## src/rtl/conv_seq_pkg.sv

```systemverilog
// Shared types and dimension helpers for the conv+maxpool frame sequencer.
package conv_seq_pkg;

  typedef enum logic [1:0] {IDLE, RUN, DRAIN, DONE} seq_state_t;

  localparam int unsigned DEF_IMG_W   = 512;
  localparam int unsigned DEF_IMG_H   = 512;
  localparam int unsigned DEF_TIMEOUT = 65535;

  // 3x3 valid conv drops 2, then 2x2 maxpool halves.
  function automatic int unsigned out_dim(input int unsigned in_dim);
    return (in_dim - 2) / 2;
  endfunction

  function automatic int unsigned cnt_w(input int unsigned n);
    return (n > 1) ? $clog2(n) : 1;
  endfunction

endpackage

```

## src/rtl/conv_seq_rowcol_cnt.sv

```systemverilog
// Column/row position counter with wrap; reports last column and last row.
module conv_seq_rowcol_cnt
  import conv_seq_pkg::*;
#(
  parameter int unsigned W = 4,
  parameter int unsigned H = 4
) (
  input  logic clk,
  input  logic rst_n,
  input  logic clr,
  input  logic adv,
  output logic col_last,
  output logic row_last
);

  localparam int unsigned CW = cnt_w(W);
  localparam int unsigned RW = cnt_w(H);

  logic [CW-1:0] col;
  logic [RW-1:0] row;

  assign col_last = (col == CW'(W - 1));
  assign row_last = (row == RW'(H - 1));

  always_ff @(posedge clk or negedge rst_n) begin
    if (!rst_n) begin
      col <= '0;
      row <= '0;
    end else if (clr) begin
      col <= '0;
      row <= '0;
    end else if (adv) begin
      if (col_last) begin
        col <= '0;
        row <= row_last ? '0 : row + RW'(1);
      end else begin
        col <= col + CW'(1);
      end
    end
  end

endmodule

```

## src/rtl/conv_frame_sequencer.sv

```systemverilog
// Frame-level controller: gates one frame of pixels into the conv+maxpool
// pipeline per start and tracks results until completion, abort or timeout.
module conv_frame_sequencer
  import conv_seq_pkg::*;
#(
  parameter int unsigned IMG_W   = DEF_IMG_W,
  parameter int unsigned IMG_H   = DEF_IMG_H,
  parameter int unsigned TIMEOUT = DEF_TIMEOUT
) (
  input  logic        axi_clk,
  input  logic        axi_reset_n,
  input  logic        i_start,
  input  logic        i_abort,
  input  logic        s_pix_valid,
  input  logic [7:0]  s_pix_data,
  output logic        s_pix_ready,
  output logic        o_cm_valid,
  output logic [7:0]  o_cm_data,
  input  logic        i_cm_ready,
  input  logic        i_res_valid,
  input  logic        i_res_ready,
  output logic        o_res_last,
  output logic        o_busy,
  output logic        o_done,
  output logic        o_err,
  output logic        o_intr,
  output logic [31:0] o_res_count
);

  localparam int unsigned OUT_W     = out_dim(IMG_W);
  localparam int unsigned OUT_H     = out_dim(IMG_H);
  localparam int unsigned OUT_TOTAL = OUT_W * OUT_H;
  localparam int unsigned CNT_W     = $clog2(OUT_TOTAL + 1);
  localparam int unsigned TW        = $clog2(TIMEOUT + 1);

  seq_state_t state, nxt;

  logic run_en, start_acc;
  logic in_beat, res_beat, last_in, done_evt, tmo_hit;
  logic in_col_last, in_row_last, res_col_last, res_row_last;
  logic [CNT_W-1:0] res_count;
  logic [TW-1:0]    tmo_cnt;

  assign o_cm_data   = s_pix_data;
  assign o_cm_valid  = s_pix_valid & run_en;
  assign s_pix_ready = i_cm_ready & run_en;

  assign in_beat  = s_pix_valid & s_pix_ready;
  assign res_beat = i_res_valid & i_res_ready & o_busy;
  assign last_in  = in_beat & in_col_last & in_row_last;
  // Final result detected from the result position counter, equivalent to
  // res_count reaching OUT_TOTAL on this beat.
  assign done_evt = res_beat & res_col_last & res_row_last;
  assign tmo_hit  = (state == DRAIN) & ~res_beat & (tmo_cnt == TW'(TIMEOUT - 1));

  assign o_res_last  = i_res_valid & res_col_last;
  assign o_res_count = 32'(res_count);

  conv_seq_rowcol_cnt #(.W(IMG_W), .H(IMG_H)) u_in_cnt (
    .clk      (axi_clk),
    .rst_n    (axi_reset_n),
    .clr      (start_acc),
    .adv      (in_beat),
    .col_last (in_col_last),
    .row_last (in_row_last)
  );

  conv_seq_rowcol_cnt #(.W(OUT_W), .H(OUT_H)) u_res_cnt (
    .clk      (axi_clk),
    .rst_n    (axi_reset_n),
    .clr      (start_acc),
    .adv      (res_beat),
    .col_last (res_col_last),
    .row_last (res_row_last)
  );

  always_ff @(posedge axi_clk or negedge axi_reset_n) begin
    if (!axi_reset_n) state <= IDLE;
    else              state <= nxt;
  end

  // Priority: abort > completion > timeout / end of input.
  always_comb begin
    nxt = state;
    case (state)
      IDLE, DONE: if (i_start) nxt = RUN;
      RUN: begin
        if (i_abort)       nxt = IDLE;
        else if (done_evt) nxt = DONE;
        else if (last_in)  nxt = DRAIN;
      end
      DRAIN: begin
        if (i_abort)       nxt = IDLE;
        else if (done_evt) nxt = DONE;
        else if (tmo_hit)  nxt = IDLE;
      end
      default: nxt = IDLE;
    endcase
  end

  always_comb begin
    run_en    = (state == RUN);
    o_busy    = (state == RUN) || (state == DRAIN);
    start_acc = i_start && ((state == IDLE) || (state == DONE));
  end

  always_ff @(posedge axi_clk or negedge axi_reset_n) begin
    if (!axi_reset_n) begin
      o_done <= 1'b0;
      o_err  <= 1'b0;
      o_intr <= 1'b0;
    end else if (start_acc) begin
      o_done <= 1'b0;
      o_err  <= 1'b0;
      o_intr <= 1'b0;
    end else begin
      o_intr <= (nxt == DONE) && (state != DONE);
      if ((nxt == DONE) && (state != DONE)) o_done <= 1'b1;
      if (o_busy && (nxt == IDLE))          o_err  <= 1'b1;
    end
  end

  always_ff @(posedge axi_clk or negedge axi_reset_n) begin
    if (!axi_reset_n)  res_count <= '0;
    else if (start_acc) res_count <= '0;
    else if (res_beat)  res_count <= res_count + CNT_W'(1);
  end

  always_ff @(posedge axi_clk or negedge axi_reset_n) begin
    if (!axi_reset_n)                     tmo_cnt <= '0;
    else if ((state != DRAIN) || res_beat) tmo_cnt <= '0;
    else if (tmo_cnt != TW'(TIMEOUT))      tmo_cnt <= tmo_cnt + TW'(1);
  end

endmodule

```

## config.mk

```make
export PLATFORM = sky130hd
export DESIGN_NAME = conv_frame_sequencer
export DESIGN_NICKNAME = d
export VERILOG_FILES = /design/src/rtl/conv_seq_pkg.sv /design/src/rtl/conv_seq_rowcol_cnt.sv /design/src/rtl/conv_frame_sequencer.sv
export SDC_FILE = /design/constraint.sdc
export NUM_CORES = 1
export LEC_CHECK = 0
export CAP_MARGIN = 15
export CORE_ASPECT_RATIO = 1.1
export CORE_UTILIZATION = 40
export CTS_BUF_LIST = sky130_fd_sc_hd__clkbuf_16
export DETAILED_ROUTE_END_ITERATION = 6
export PLACE_DENSITY_LB_ADDON = 0.1
export SLEW_MARGIN = 20
export SYNTH_ARGS = -nofsm -noshare
export SYNTH_HDL_FRONTEND = slang
export SYNTH_SLANG_ARGS = --single-unit
```

## constraint.sdc

```tcl
create_clock -name axi_clk -period 2.7 [get_ports axi_clk]
set_clock_uncertainty 0.15 [all_clocks]
set_input_delay 0.675 -clock axi_clk [delete_from_list [all_inputs] [get_ports axi_clk]]
set_output_delay 0.675 -clock axi_clk [all_outputs]
set_load 0.01 [all_outputs]
```

==> impl_metrics.csv, run 1 <==
group,metric,value,unit
status,status,"complete, but fails checks",
status,violations,"DRC",
detailed_routing,firstDrtPassIters,6,
timing,max_freq,400.8,MHz
setup_path,worstSetupPathType,"reg -> reg",
timing,fin_crit,2495,ps
detailed_routing,viasPerCell,5.369,
cells_and_area,nets,521,
clocking,htreeDepth,3,
timing,tightest_slew,812.6,ps
setup_path,worstPathCellList,"ha_1, and3_1, nand3_1, nor2_1, ha_1, nand4_1, nand2_1, nand4_1, a21oi_1, nor3_1",
yosys,postSynthAreaPerCell,9.091,sq um
timing,max_slew_margin,45.25,%
timing,fin_hold_ws,123.8,ps
yosys,synth_area,0.004064,sq mm
clocking,cts_resized,1,
detailed_routing,drt_iter0_markers,89,
cells_and_area,diodes,0,
detailed_routing,wire_per_inst,15.06,microns
setup_path,critical_path.slowest_cell,"dfrtp_1",
clocking,tritoncts,"done",
yosys,yosysSeqAreaShare,43.72,%
clocking,cts.clk_slew.worst_paths,60,ps
clocking,clock-root-buffer,"clkbuf_16",
global_route,grt_max_degree,28,
power_and_ir_drop,peakVddDrop,0.5140,mV
timing,post-route-period-util,92.40,%
clocking,insertion_delay,320,ps
min_path,hp-class,"in -> async",
global_route,overflow,0,
floorplan,num_rows,38,
floorplan,core,0.009889,sq mm
setup_path,cp_max_fo,7,
clocking,postCtsHoldBufs,0,
floorplan,io_pins,63,
setup_path,endpoint_kind,"register",
place,post-dp-hpwl,6812,microns
yosys,yosys_most_used_dff,"dfrtp_1",
flow_run,drv_cap,0,
place,dpl_cell_area,0.004523,sq mm
detailed_routing,drc_errors,3,
timing,finalSetupTns,0,ps
floorplan,die_x,98.11,microns
yosys,async_reset_ff_share,100.0,%
place,place_congestion,0.8218,
yosys,ys_warn_count,0,
cells_and_area,final_cells,616,
global_route,grt_pass1_vias,3348,
setup_path,cp.arrival,2540,ps
setup_path,critPathRequiredTime,2740,ps
timing,rsz0062_at_grt,"false",
clocking,numCtsBuffers,9,
yosys,ys_types,53,
setup_path,start_kind,"register",
detailed_routing,ant_nets,0,
timing,final-setup-viol-count,0,
place,dp.cells,600,
power_and_ir_drop,leakagePower,2.206,nW
power_and_ir_drop,power.density,645.7,mW/mm^2
detailed_routing,wl,9277,microns
cells_and_area,final_area,0.004852,sq mm
detailed_routing,via_count,3307,
place,io_buffers,30,
global_route,grt.total_usage,18.86,%
floorplan,die_h,107.7,microns
floorplan,initial_core_util,41.09,%
floorplan,die_area,0.01057,sq mm
setup_path,critPathMaxStageDelay,390,ps
cells_and_area,areaGrowthSynthToFinish,19.40,%
yosys,synth-edff-count,0,
yosys,synthCells,447,
clocking,clk_path_buf_depth,2,
global_route,antenna_found_initial,0,
timing,finalHoldViolCount,0,
global_route,grt_pass1_wl,16040,microns
clocking,post_cts_buffers,0,
clocking,clock-sinks,71,
cells_and_area,layout-drive-gt1-share,10.69,%
yosys,synth_seq_cells,71,
timing,drv_slew,0,
final timing paths:
path                                       from         endpoint  slack [ps]  depth (start not counted)
worst max-delay path            u_in_cnt.row[0]           o_intr         210                         10
worst min-delay path                axi_reset_n       tmo_cnt[4]         120                          1
worst max register to register  u_in_cnt.row[0]           o_intr         210                         10
worst min register to register  u_in_cnt.row[8]  u_in_cnt.row[8]         330                          2
max in group asynchronous           axi_reset_n     res_count[5]        1630                          2
min in group axi_clk            u_in_cnt.row[8]  u_in_cnt.row[8]         330                          2
where the power goes:
| group | internal [W] | leakage [nW] | total, W | switching (W) |
|---|---|---|---|---|
| Sequential | 0.00114 | 0.980 | 0.00122 | 0.0000781 |
| Combinational | 0.000265 | 1.07 | 0.000663 | 0.000398 |
| Clock | 0.000802 | 0.154 | 0.00125 | 0.000450 |
| Total | 0.00221 | 2.21 | 0.00313 | 0.000926 |
placed cells by master (no fill, tap or decap), types with 14 or more instances in the layout:
| cell type | Yosys | routed |
|---|---|---|
| dfrtp_1 | 71 | 71 |
| nand2_1 | 47 | 47 |
| nor2_1 | 45 | 45 |
| o21ai_0 | 35 | 35 |
| nand3_1 | 29 | 29 |
| clkdlybuf4s50_1 | 0 | 25 |
| buf_4 | 25 | 23 |
| a21oi_1 | 18 | 18 |
| inv_1 | 15 | 16 |
| conb_1 | 1 | 16 |
| nor3_1 | 14 | 14 |
worst max-delay path: cells and delay by family, from the launching register on:
kind	cells	cell delay, ps
AOI/OAI and AO/OA	1	300
DFF	1	390
adders and majority gates	2	520
and+or+nand+nor	7	1000
per-layer routing:
metal | up-vias | track usage, % | routed length, microns
met5 | - | 0 | 0
met4 | 0 | 4.004 | 25
met3 | 2 | 3.182 | 263
met2 | 47 | 33.50 | 4707
met1 | 1622 | 24.00 | 4280
li1 | 1636 | - | -
registers in the layout, indices dropped and copies added, names as in the netlist:
register       flops
o_done             1
o_err              1
o_intr             1
res_count         16
state              2
tmo_cnt           16
u_in_cnt.col       9
u_in_cnt.row       9
u_res_cnt.col      8
u_res_cnt.row      8
synthesized netlist by cell type, types with 3 or more instances:
master / count / share of area (%)
mux2i_1: 4 / 0.99
inv_1: 15 / 1.4
and2_1: 5 / 0.77
nand2b_1: 3 / 0.46
buf_2: 5 / 0.62
a211oi_1: 5 / 0.92
clkbuf_1: 5 / 0.46
and3_1: 13 / 2.0
dfrtp_1: 71 / 44
o31ai_1: 6 / 1.1
or3_1: 3 / 0.46
buf_4: 25 / 4.6
a21oi_1: 18 / 2.2
nand4_1: 13 / 2.0
nand3_1: 29 / 3.6
ha_1: 14 / 4.3
nor2_1: 45 / 4.2
nand2_1: 47 / 4.3
o21ai_0: 35 / 4.3
a31oi_1: 7 / 1.1
xnor2_1: 10 / 2.2
nor3_1: 14 / 1.7
o21ai_1: 3 / 0.37
nor3b_1: 3 / 0.55
xor2_1: 11 / 2.4
cell type report:
cell class / instances / area, sq um
Clock buffer: 9 / 225.2
Clock inverter: 7 / 88.84
Fill cell: 958 / 5037
Inverter: 15 / 56.30
Multi-Input combinational cell: 340 / 2057
Sequential cell: 71 / 1777
Tap cell: 120 / 150.1
Timing Repair Buffer: 54 / 498.0
per-stage QoR:
step           utilization (%)  worst slack (ps)  power, W
3_5_place_dp             45.74             14.47  0.001898
6_report                 49.06             205.2  0.003133
5_1_grt                  49.06             27.45  0.003308
4_1_cts                  48.94             3.165  0.003180
2_1_floorplan                -             532.4  0.001623
3_3_place_gp             45.74             42.35  0.001894
logic make-up (layout without fill, tap and decap cells):
kind of cell | after synthesis | after routing | synth area share, %
AO/OA/AOI/OAI | 88 | 88 | 13.39
multiplexers | 4 | 4 | 0.9853
adder cells (fa/ha/maj) | 14 | 14 | 4.310
AND/OR/NAND/NOR | 197 | 197 | 25.80
other | 1 | 16 | 0.09228
XOR/XNOR | 21 | 21 | 4.526
buffers and inverters | 51 | 85 | 7.173
flip-flops | 71 | 71 | 43.72
(Power assumes the default switching activity.)
==> run 2, diff against run 1 <==
--- a/config.mk
+++ b/config.mk
@@ -7,10 +7,10 @@
 export LEC_CHECK = 0
 export CAP_MARGIN = 15
 export CORE_ASPECT_RATIO = 1.1
-export CORE_UTILIZATION = 40
+export CORE_UTILIZATION = 45
 export CTS_BUF_LIST = sky130_fd_sc_hd__clkbuf_16
 export DETAILED_ROUTE_END_ITERATION = 6
-export PLACE_DENSITY_LB_ADDON = 0.1
+export PLACE_DENSITY = 0.66
 export SLEW_MARGIN = 20
 export SYNTH_ARGS = -nofsm -noshare
 export SYNTH_HDL_FRONTEND = slang
==> run 2 against run 1 <==
Against the previous run: worst setup slack got worse by 150 ps; routed wire length down 6.9%; the run now ends clean; sequential power about the same; critical path type is now in -> out; clock power rose by 8%; sequential share of layout area rose by 0.12 points; first-iteration DRC count increased by 42%; power up 2.6%; largest cell class unchanged.
==> impl_metrics.csv, run 2 (synthesis gave the netlist of run 1 again) <==
group,metric,value,unit
setup_path,cp.arrival,1820,ps
cells_and_area,diodes,0,
place,post-dp-hpwl,6042,microns
min_path,hp-class,"in -> async",
global_route,overflow,0,
setup_path,worstPathCellList,"clkdlybuf4s50_1, and2_1, clkdlybuf4s50_1",
clocking,htreeDepth,3,
global_route,grt.total_usage,19.00,%
cells_and_area,reg_top3,"res_count x16, tmo_cnt x16",
detailed_routing,viasPerCell,5.446,
cells_and_area,seqCellArea,0.001777,sq mm
floorplan,num_rows,36,
cells_and_area,nets,517,
floorplan,die_h,101.7,microns
global_route,antenna_found_initial,0,
detailed_routing,ant_nets,0,
timing,fin_hold_ws,212.3,ps
power_and_ir_drop,netSwitchingFraction,28.31,%
clocking,clock-root-buffer,"clkbuf_16",
setup_path,critPathRequiredTime,1880,ps
setup_path,endpoint_kind,"output pin",
setup_path,startpoint,"s_pix_valid",
power_and_ir_drop,clock_power_share,41.9,%
global_route,grt_pass1_wl,14270,microns
timing,finalSetupTns,0,ps
clocking,tritoncts,"done",
timing,final-setup-viol-count,0,
clocking,clk_path_buf_depth,2,
cells_and_area,layout-drive-gt1-share,10.16,%
timing,max_freq,378.4,MHz
power_and_ir_drop,combPwrFrac,20.2,%
power_and_ir_drop,pwr-share-seq,37.9,%
cells_and_area,final_cell_mix,"dfrtp_1 (71), nand2_1 (47), nor2_1 (45), o21ai_0 (35), nand3_1 (29)",
cells_and_area,multi_input_area,0.002062,sq mm
cells_and_area,mostFrequentLayoutCell,"dfrtp_1",
power_and_ir_drop,power.density,664.6,mW/mm^2
clocking,numCtsBuffers,9,
cells_and_area,fillCellCount,812,
timing,post-route-period-util,97.87,%
setup_path,start_kind,"input port",
timing,tightest_slew,561.2,ps
floorplan,initial_core_util,46.03,%
detailed_routing,wire_per_inst,14.26,microns
timing,fin_crit,2642,ps
cells_and_area,areaGrowthSynthToFinish,19.00,%
setup_path,rr_endpoint,"u_in_cnt.row[4]",
place,place_congestion,0.8684,
global_route,grt_max_degree,72,
detailed_routing,firstDrtPassIters,5,
floorplan,die_area,0.009416,sq mm
power_and_ir_drop,internal_power,0.002304,W
clocking,clock-sinks,71,
setup_path,worstSetupPathType,"in -> out",
timing,finalHoldViolCount,0,
setup_path,critPathMaxStageDelay,540,ps
status,status,"finished, final reports clean",
timing,drv_slew,0,
setup_path,crit_end,"o_cm_valid",
power_and_ir_drop,p_sw,0.0009098,W
detailed_routing,drt_iter0_markers,126,
setup_path,critical_path.slowest_cell,"clkdlybuf4s50_1",
clocking,cts.clk_slew.worst_paths,60,ps
power_and_ir_drop,leakagePower,2.154,nW
place,io_buffers,30,
detailed_routing,drc_errors,0,
clocking,insertion_delay,330,ps
power_and_ir_drop,peakVddDrop,0.4853,mV
global_route,grt_pass1_vias,3141,
floorplan,io_pins,63,
setup_path,r2r-start,"u_in_cnt.col[0]",
flow_run,drv_cap,0,
setup_path,reg2reg_depth,9,
timing,max_slew_margin,62.19,%
floorplan,die_x,92.61,microns
setup_path,cpMostUsedCell,"clkdlybuf4s50_1",
detailed_routing,wl,8641,microns
timing,rsz0062_at_grt,"false",
setup_path,rrSetupSlack,210,ps
setup_path,cp_max_fo,2,
floorplan,core,0.008828,sq mm
power_and_ir_drop,finalPower,0.003214,W
detailed_routing,via_count,3300,
run 2: area by class of cell:
type | instances | share of cell area, %
clock inverters | 7 | 2.354
clock buffers | 9 | 4.657
inverters | 15 | 1.164
repair buffers | 50 | 9.495
flip-flops and latches | 71 | 36.74
multi-input cells | 340 | 42.64
well taps | 114 | 2.950
run 2: how the worst min path moves through the flow:
stage / cells after the start / endpoint
floorplan: 0 / o_done
global placement: 1 / u_res_cnt.row[6]
detailed placement: 1 / u_res_cnt.col[7]
CTS: 2 / tmo_cnt[4]
global route: 2 / tmo_cnt[4]
finish: 2 / tmo_cnt[4]
run 2: routing by layer:
metal  wire (microns)  share of wire [%]  global-route usage, %  up-vias
li1                 -                  -                      -     1632
met1             4105                 48                  24.76     1587
met2             4055                 47                  31.11       60
met3              268                3.1                  2.928       21
met4              212                2.5                  9.112        0
met5                0                  0                      0        -
run 2: repair_timing:
| action | 4_1_cts | 5_1_grt |
|---|---|---|
| setup buffers | 0 | 0 |
| pin swaps | 0 | 0 |
| resized for setup | 4 | 2 |
| endpoints found under the setup margin | 2 | 3 |
| hold buffers | 0 | 0 |
run 2: per-stage QoR:
step | worst slack [ps] | area, sq um | util (%) | cells
after floorplan | 532.4 | 4120 | - | 462
after global placement | 59.70 | 4486 | 50.81 | 590
after detailed placement | 54.29 | 4486 | 50.81 | 590
after CTS | 10.38 | 4831 | 54.72 | 606
after global routing | 18.41 | 4836 | 54.78 | 606
final | 57.63 | 4836 | 54.78 | 606
run 2: power by group through the flow:
| stage | logic [W] | clock network (W) | registers, W |
|---|---|---|---|
| 2_1_floorplan | 0.000396 | 0 | 0.00123 |
| 3_3_place_gp | 0.000635 | 0 | 0.00123 |
| 3_5_place_dp | 0.000646 | 0 | 0.00124 |
| 4_1_cts | 0.000652 | 0.00136 | 0.00122 |
| 5_1_grt | 0.000729 | 0.00141 | 0.00123 |
| 6_report | 0.000649 | 0.00135 | 0.00122 |
run 2: critical path: cells and delay by family:
kind | cells | cell delay, ps
buffers and inverters | 2 | 1010
AND/OR/NAND/NOR | 1 | 130
==> run 3, diff against run 2 <==
--- a/config.mk
+++ b/config.mk
@@ -5,13 +5,12 @@
 export SDC_FILE = /design/constraint.sdc
 export NUM_CORES = 1
 export LEC_CHECK = 0
-export CAP_MARGIN = 15
+export CAP_MARGIN = 30
 export CORE_ASPECT_RATIO = 1.1
 export CORE_UTILIZATION = 45
 export CTS_BUF_LIST = sky130_fd_sc_hd__clkbuf_16
 export DETAILED_ROUTE_END_ITERATION = 6
 export PLACE_DENSITY = 0.66
-export SLEW_MARGIN = 20
 export SYNTH_ARGS = -nofsm -noshare
 export SYNTH_HDL_FRONTEND = slang
 export SYNTH_SLANG_ARGS = --single-unit
==> results of run 3 <==
The final DEF is identical to that of run 2; final timing and power are the same.
